[src/rtl/cpu_step_ctrl.sv]
// rtl/cpu_step_ctrl.sv - debounced single-step / divided free-run clock generator with PC breakpoint
module cpu_step_ctrl #(
    parameter int DEBOUNCE_CYCLES = 1_000_000,
    parameter int RUN_DIV         = 50_000_000
) (
    input  logic        clk,
    input  logic        reset,
    input  logic        btn_step,
    input  logic        sw_run,
    input  logic        bp_en,
    input  logic [31:0] bp_addr,
    input  logic [31:0] pc,
    output logic        cpu_clk,
    output logic        halted,
    output logic        bp_hit,
    output logic [31:0] step_count
);

    // Debounce counter only needs to reach DEBOUNCE_CYCLES-1; keep at least one bit.
    localparam int DEB_W = (DEBOUNCE_CYCLES > 1) ? $clog2(DEBOUNCE_CYCLES) : 1;
    localparam int DIV_W = $clog2(RUN_DIV);

    localparam logic [DEB_W-1:0] DEB_LAST = DEB_W'(DEBOUNCE_CYCLES - 1);
    localparam logic [DEB_W-1:0] DEB_ONE  = DEB_W'(1);
    localparam logic [DIV_W-1:0] DIV_LAST = DIV_W'(RUN_DIV - 1);
    localparam logic [DIV_W-1:0] DIV_ONE  = DIV_W'(1);

    typedef enum logic [1:0] {
        S_HALT  = 2'd0,
        S_STEP  = 2'd1,
        S_RUN   = 2'd2,
        S_BREAK = 2'd3
    } state_t;

    logic             btn_meta;
    logic             btn_sync;
    logic             run_meta;
    logic             run_sync;
    logic             bpen_meta;
    logic             bpen_sync;

    logic             deb_level;
    logic             deb_prev;
    logic [DEB_W-1:0] deb_cnt;
    logic             press;

    state_t           state;
    logic [DIV_W-1:0] div_cnt;

    // Two-flop synchronisers for the asynchronous button and the board switches.
    always_ff @(posedge clk or posedge reset) begin
        if (reset) begin
            btn_meta  <= 1'b0;
            btn_sync  <= 1'b0;
            run_meta  <= 1'b0;
            run_sync  <= 1'b0;
            bpen_meta <= 1'b0;
            bpen_sync <= 1'b0;
        end else begin
            btn_meta  <= btn_step;
            btn_sync  <= btn_meta;
            run_meta  <= sw_run;
            run_sync  <= run_meta;
            bpen_meta <= bp_en;
            bpen_sync <= bpen_meta;
        end
    end

    // Accept a new button level only after it has differed for DEBOUNCE_CYCLES cycles in a row.
    always_ff @(posedge clk or posedge reset) begin
        if (reset) begin
            deb_level <= 1'b0;
            deb_cnt   <= '0;
        end else if (btn_sync != deb_level) begin
            if (deb_cnt == DEB_LAST) begin
                deb_level <= btn_sync;
                deb_cnt   <= '0;
            end else begin
                deb_cnt <= deb_cnt + DEB_ONE;
            end
        end else begin
            deb_cnt <= '0;
        end
    end

    // One-cycle press pulse on a debounced rising edge.
    always_ff @(posedge clk or posedge reset) begin
        if (reset) begin
            deb_prev <= 1'b0;
            press    <= 1'b0;
        end else begin
            deb_prev <= deb_level;
            press    <= deb_level & ~deb_prev;
        end
    end

    // Execution FSM: owns the divider, the CPU clock pulse, the status flags and the cycle counter.
    always_ff @(posedge clk or posedge reset) begin
        if (reset) begin
            state      <= S_HALT;
            div_cnt    <= '0;
            cpu_clk    <= 1'b0;
            halted     <= 1'b1;
            bp_hit     <= 1'b0;
            step_count <= '0;
        end else begin
            cpu_clk <= 1'b0;
            case (state)
                S_HALT: begin
                    if (press) begin
                        state  <= S_STEP;
                        halted <= 1'b0;
                    end else if (run_sync) begin
                        state   <= S_RUN;
                        div_cnt <= '0;
                        halted  <= 1'b0;
                    end
                end
                S_STEP: begin
                    cpu_clk    <= 1'b1;
                    step_count <= step_count + 32'd1;
                    state      <= S_HALT;
                    halted     <= 1'b1;
                end
                S_RUN: begin
                    if (!run_sync) begin
                        // Dropping the switch mid-count abandons the period without a pulse.
                        state   <= S_HALT;
                        div_cnt <= '0;
                        halted  <= 1'b1;
                    end else if (div_cnt == DIV_LAST) begin
                        div_cnt <= '0;
                        if (bpen_sync && (pc == bp_addr)) begin
                            // Stop before executing the breakpoint instruction.
                            state  <= S_BREAK;
                            halted <= 1'b1;
                            bp_hit <= 1'b1;
                        end else begin
                            cpu_clk    <= 1'b1;
                            step_count <= step_count + 32'd1;
                        end
                    end else begin
                        div_cnt <= div_cnt + DIV_ONE;
                    end
                end
                S_BREAK: begin
                    if (press) begin
                        // Stepping out of BREAK executes the breakpoint instruction itself.
                        state  <= S_STEP;
                        halted <= 1'b0;
                        bp_hit <= 1'b0;
                    end else if (!run_sync) begin
                        state  <= S_HALT;
                        bp_hit <= 1'b0;
                    end
                end
                default: begin
                    state  <= S_HALT;
                    halted <= 1'b1;
                    bp_hit <= 1'b0;
                end
            endcase
        end
    end

endmodule

[config.mk]
export PLATFORM = sky130hd
export DESIGN_NAME = cpu_step_ctrl
export DESIGN_NICKNAME = d
export VERILOG_FILES = /design/src/rtl/cpu_step_ctrl.sv
export SDC_FILE = /design/constraint.sdc
export NUM_CORES = 1
export LEC_CHECK = 0
export ABC_AREA = 1
export ABC_CLOCK_PERIOD_IN_PS = 4280
export BUFFER_PORTS_ARGS = -buffer_cell sky130_fd_sc_hd__buf_2
export CORE_MARGIN = 3
export CORE_UTILIZATION = 45
export DETAILED_ROUTE_END_ITERATION = 8
export GPL_TIMING_DRIVEN = 0
export PLACE_DENSITY = 0.67
export SYNTH_ARGS = -nofsm -noshare
export SYNTH_HDL_FRONTEND = slang
export SYNTH_SLANG_ARGS = --single-unit
[constraint.sdc]
create_clock -name clk -period 4.28 [get_ports clk]
set_input_delay 0.856 -clock clk [delete_from_list [all_inputs] [get_ports clk]]
set_output_delay 0.856 -clock clk [all_outputs]
set_load 0.02 [all_outputs]
==> impl_metrics.yaml <==
yosys:
  yosysWarningCount: 0
  synth_cells: 823
  synth.avg_cell_area_um2: 6.975
  ys_seq_elements: 92
  ys_seq_area_share_pct: 40.13
  synth_top_area_cell: "dfrtp_1"
  synthesis.area_um2: 5741
  synth_top_area_share_pct: 39.67
  synth_area_leaders: "dfrtp_1 (40%), nand2_1 (16%), inv_1 (8.6%)"
  syn-num-nets: 899
  ys_types: 37
die:
  die_x_um: 118.9
  io_pins: 104
  core_um2: 12260
  rows: 40
  start_util_pct: 46.82
  die_area_um2: 14150
  die_h_um: 118.9
global_route:
  top_usage_layer: "met2"
  grt_start_max_net_pins: 63
  groute.usage.overall_pct: 19.43
  grt_util_met1_pct: 25.69
  gr-usage-met3_pct: 5.318
  grt_pass1_wl_um: 22520
  grt_overflow: 0
  grt_pass1_vias: 4935
  grt_use_met2_pct: 31.76
  antenna_found_initial: 0
routing:
  vias: 5246
  antenna_left: 0
  wirelength_um: 13160
  vias_per_cell: 4.722
  drt_pass1_iterations: 4
  route.detailed.drc: 0
  first_iter_violations: 264
  wl_per_cell_um: 11.85
layout:
  utilization_pct: 55.18
  areaGrowthSynthToFinish_pct: 17.87
  layout_commonest_cell: "nand2_1"
  nNetsFinal: 1014
  drive_above_1_share_pct: 15.16
  diodes: 0
  final_cells: 1111
  final_cell_mix: "nand2_1 (244), inv_1 (130), nor2_1 (107)"
  final.fill_count: 1241
hold_path:
  holdPathStages: 0
  hp-class: "flip-flop to flip-flop"
  hp-start: "run_meta$_DFF_PP0_"
  holdPathEnd: "run_sync$_DFF_PP0_"
placed_design:
  port_buffers: 103
  gp_congestion: 0.8732
  dpl.cell_count: 1095
  hpwl_um: 10240
power:
  power.total_mw: 2.522
  p_leak_nw: 3.612
  p_sw_mw: 0.9218
  power.internal_mw: 1.600
  power_density_nw_per_um2: 372.7
  pwr-share-comb_pct: 32.0
  sw_frac_of_total_pct: 36.56
  seqPwrFrac_pct: 39.0
  vdd_drop_max_v: 0.0002281
  p_clk_share_pct: 29.0
timing:
  period_share_pct: 52.70
  fin_crit_ps: 2256
  hold_viol_final: 0
  fmax_ghz: 0.4434
  worst_pin_slew_ps: 473.8
  fin_skew_ps: 9.100
  drv_slew: 0
  max_slew_margin_pct: 68.41
  setup_violations: 0
  rsz0062_at_grt: "false"
cts:
  cts_root_buffer: "clkbuf_16"
  cts_buffer_depth: 2
  cts-resized-gates: 0
  cts_tree: "done"
  cts_sinks: 92
  htreeDepth: 3
  numCtsBuffers: 9
  post-cts-setup-buffers: 0
  clk_pin_slew_ps: 60
  clock_latency_ps: 350
  cts_hold_buf: 0
setup_path:
  worstSetupStartpointType: "input port"
  timing.rr.end: "div_cnt[22]$_DFFE_PP0P_"
  reg2reg_slack_ps: 2030
  cp.required_ps: 4560
  r2r_start: "state[0]$_DFFE_PP0P_"
  rr_worst_depth: 12
  cp_max_fo: 10
  cp-end-kind: "flip-flop"
  worst_ep_arrival_time_ps: 2530
  crit_type: "input port to flip-flop"
run_status:
  run_status: "finished clean"
flow_run:
  cap_viol_max_count: 0
routing by layer:
| layer | wire (um) | part of all wire [%] |
|---|---|---|
| met5 | 0 | 0 |
| met4 | 140 | 1.1 |
| met3 | 594 | 4.5 |
| met2 | 5953 | 45 |
| met1 | 6474 | 49 |
stage by stage:
stage                     hold slack, ps  TNS, ps  instance area [um2]  setup slack, ps
after global routing               359.8        0                 6766             1810
after global placement             334.2    -8038                 6466           -96.86
after floorplan                    331.2        0                 5741             1034
after CTS                          352.5        0                 6766             2009
final                              349.8        0                 6766             2025
after detailed placement           337.2        0                 6496             1671
critical path, stage by stage:
cell and delay, ps:
buf_2 100, or2_2 280, nand2_1 70, nor2_1 40
nand3_1 60, nor2_1 50, nand3_1 150, buf_2 290
buf_1 400, nand3_1 120, nand2_1 110
cell usage after synthesis, drive strengths merged:
cell type  number
nor3           30
and3            1
o21a            1
xnor2          23
a211oi          1
dfstp           1
buf             9
a21boi          2
clkbuf          2
and2            1
nand2         246
o22ai           2
xor2           29
inv           131
nor3b           3
nand3          66
o21ai          18
a21oi          16
nor4            5
o21bai          1
nand3b          2
nand4          19
or2             3
nor2          110
ha              7
a31oi           3
dfrtp          91
worst max-delay path by stage:
stage | from | to | cells past startpoint
final | bp_addr[9] | step_count[11]$_DFFE_PP0P_ | 11
after global placement | reset | step_count[8]$_DFFE_PP0P_ | 2
after detailed placement | bp_addr[9] | step_count[9]$_DFFE_PP0P_ | 11
after CTS | state[0]$_DFFE_PP0P_ | div_cnt[22]$_DFFE_PP0P_ | 10
after floorplan | reset | bp_hit$_DFFE_PP0P_ | 1
after global routing | state[1]$_DFFE_PP0P_ | div_cnt[22]$_DFFE_PP0P_ | 12
layout make-up:
type,count,area [um2],share of cell area [%]
buffer,11,77.57,1.146
timing repair buffer,104,543.0,8.025
tap,168,210.2,3.107
sequential,92,2303,34.04
inverter,131,494.2,7.304
multi-input combinational,589,2868,42.38
clock inverter,5,27.53,0.4068
clock buffer,11,242.7,3.587
power by group through the flow:
stage	Combinational (mW)	Sequential, mW	Clock, mW
floorplan	0.535	1.03	0
global placement	0.807	1.00	0
detailed placement	0.816	1.00	0
CTS	0.818	0.985	0.752
global route	0.912	0.993	0.793
finish	0.807	0.984	0.731
state kept, by name (all words and copies together) (netlist names), 2 cells and up:
name,flops
deb_cnt,20
div_cnt,26
state,2
step_count,32
cell families (layout without fill, tap and decap cells):
logic type	count (synthesis)	count (layout)	share of synthesized area [%]
DFF	92	92	40.13
AOI/OAI and AO/OA	44	44	4.556
buffers and inverters	142	262	9.917
xor gates and xnor gates	52	52	7.934
and+or+nand+nor	486	486	35.94
adders and majority gates	7	7	1.526
Note: power is estimated with default switching activity, not from simulation.
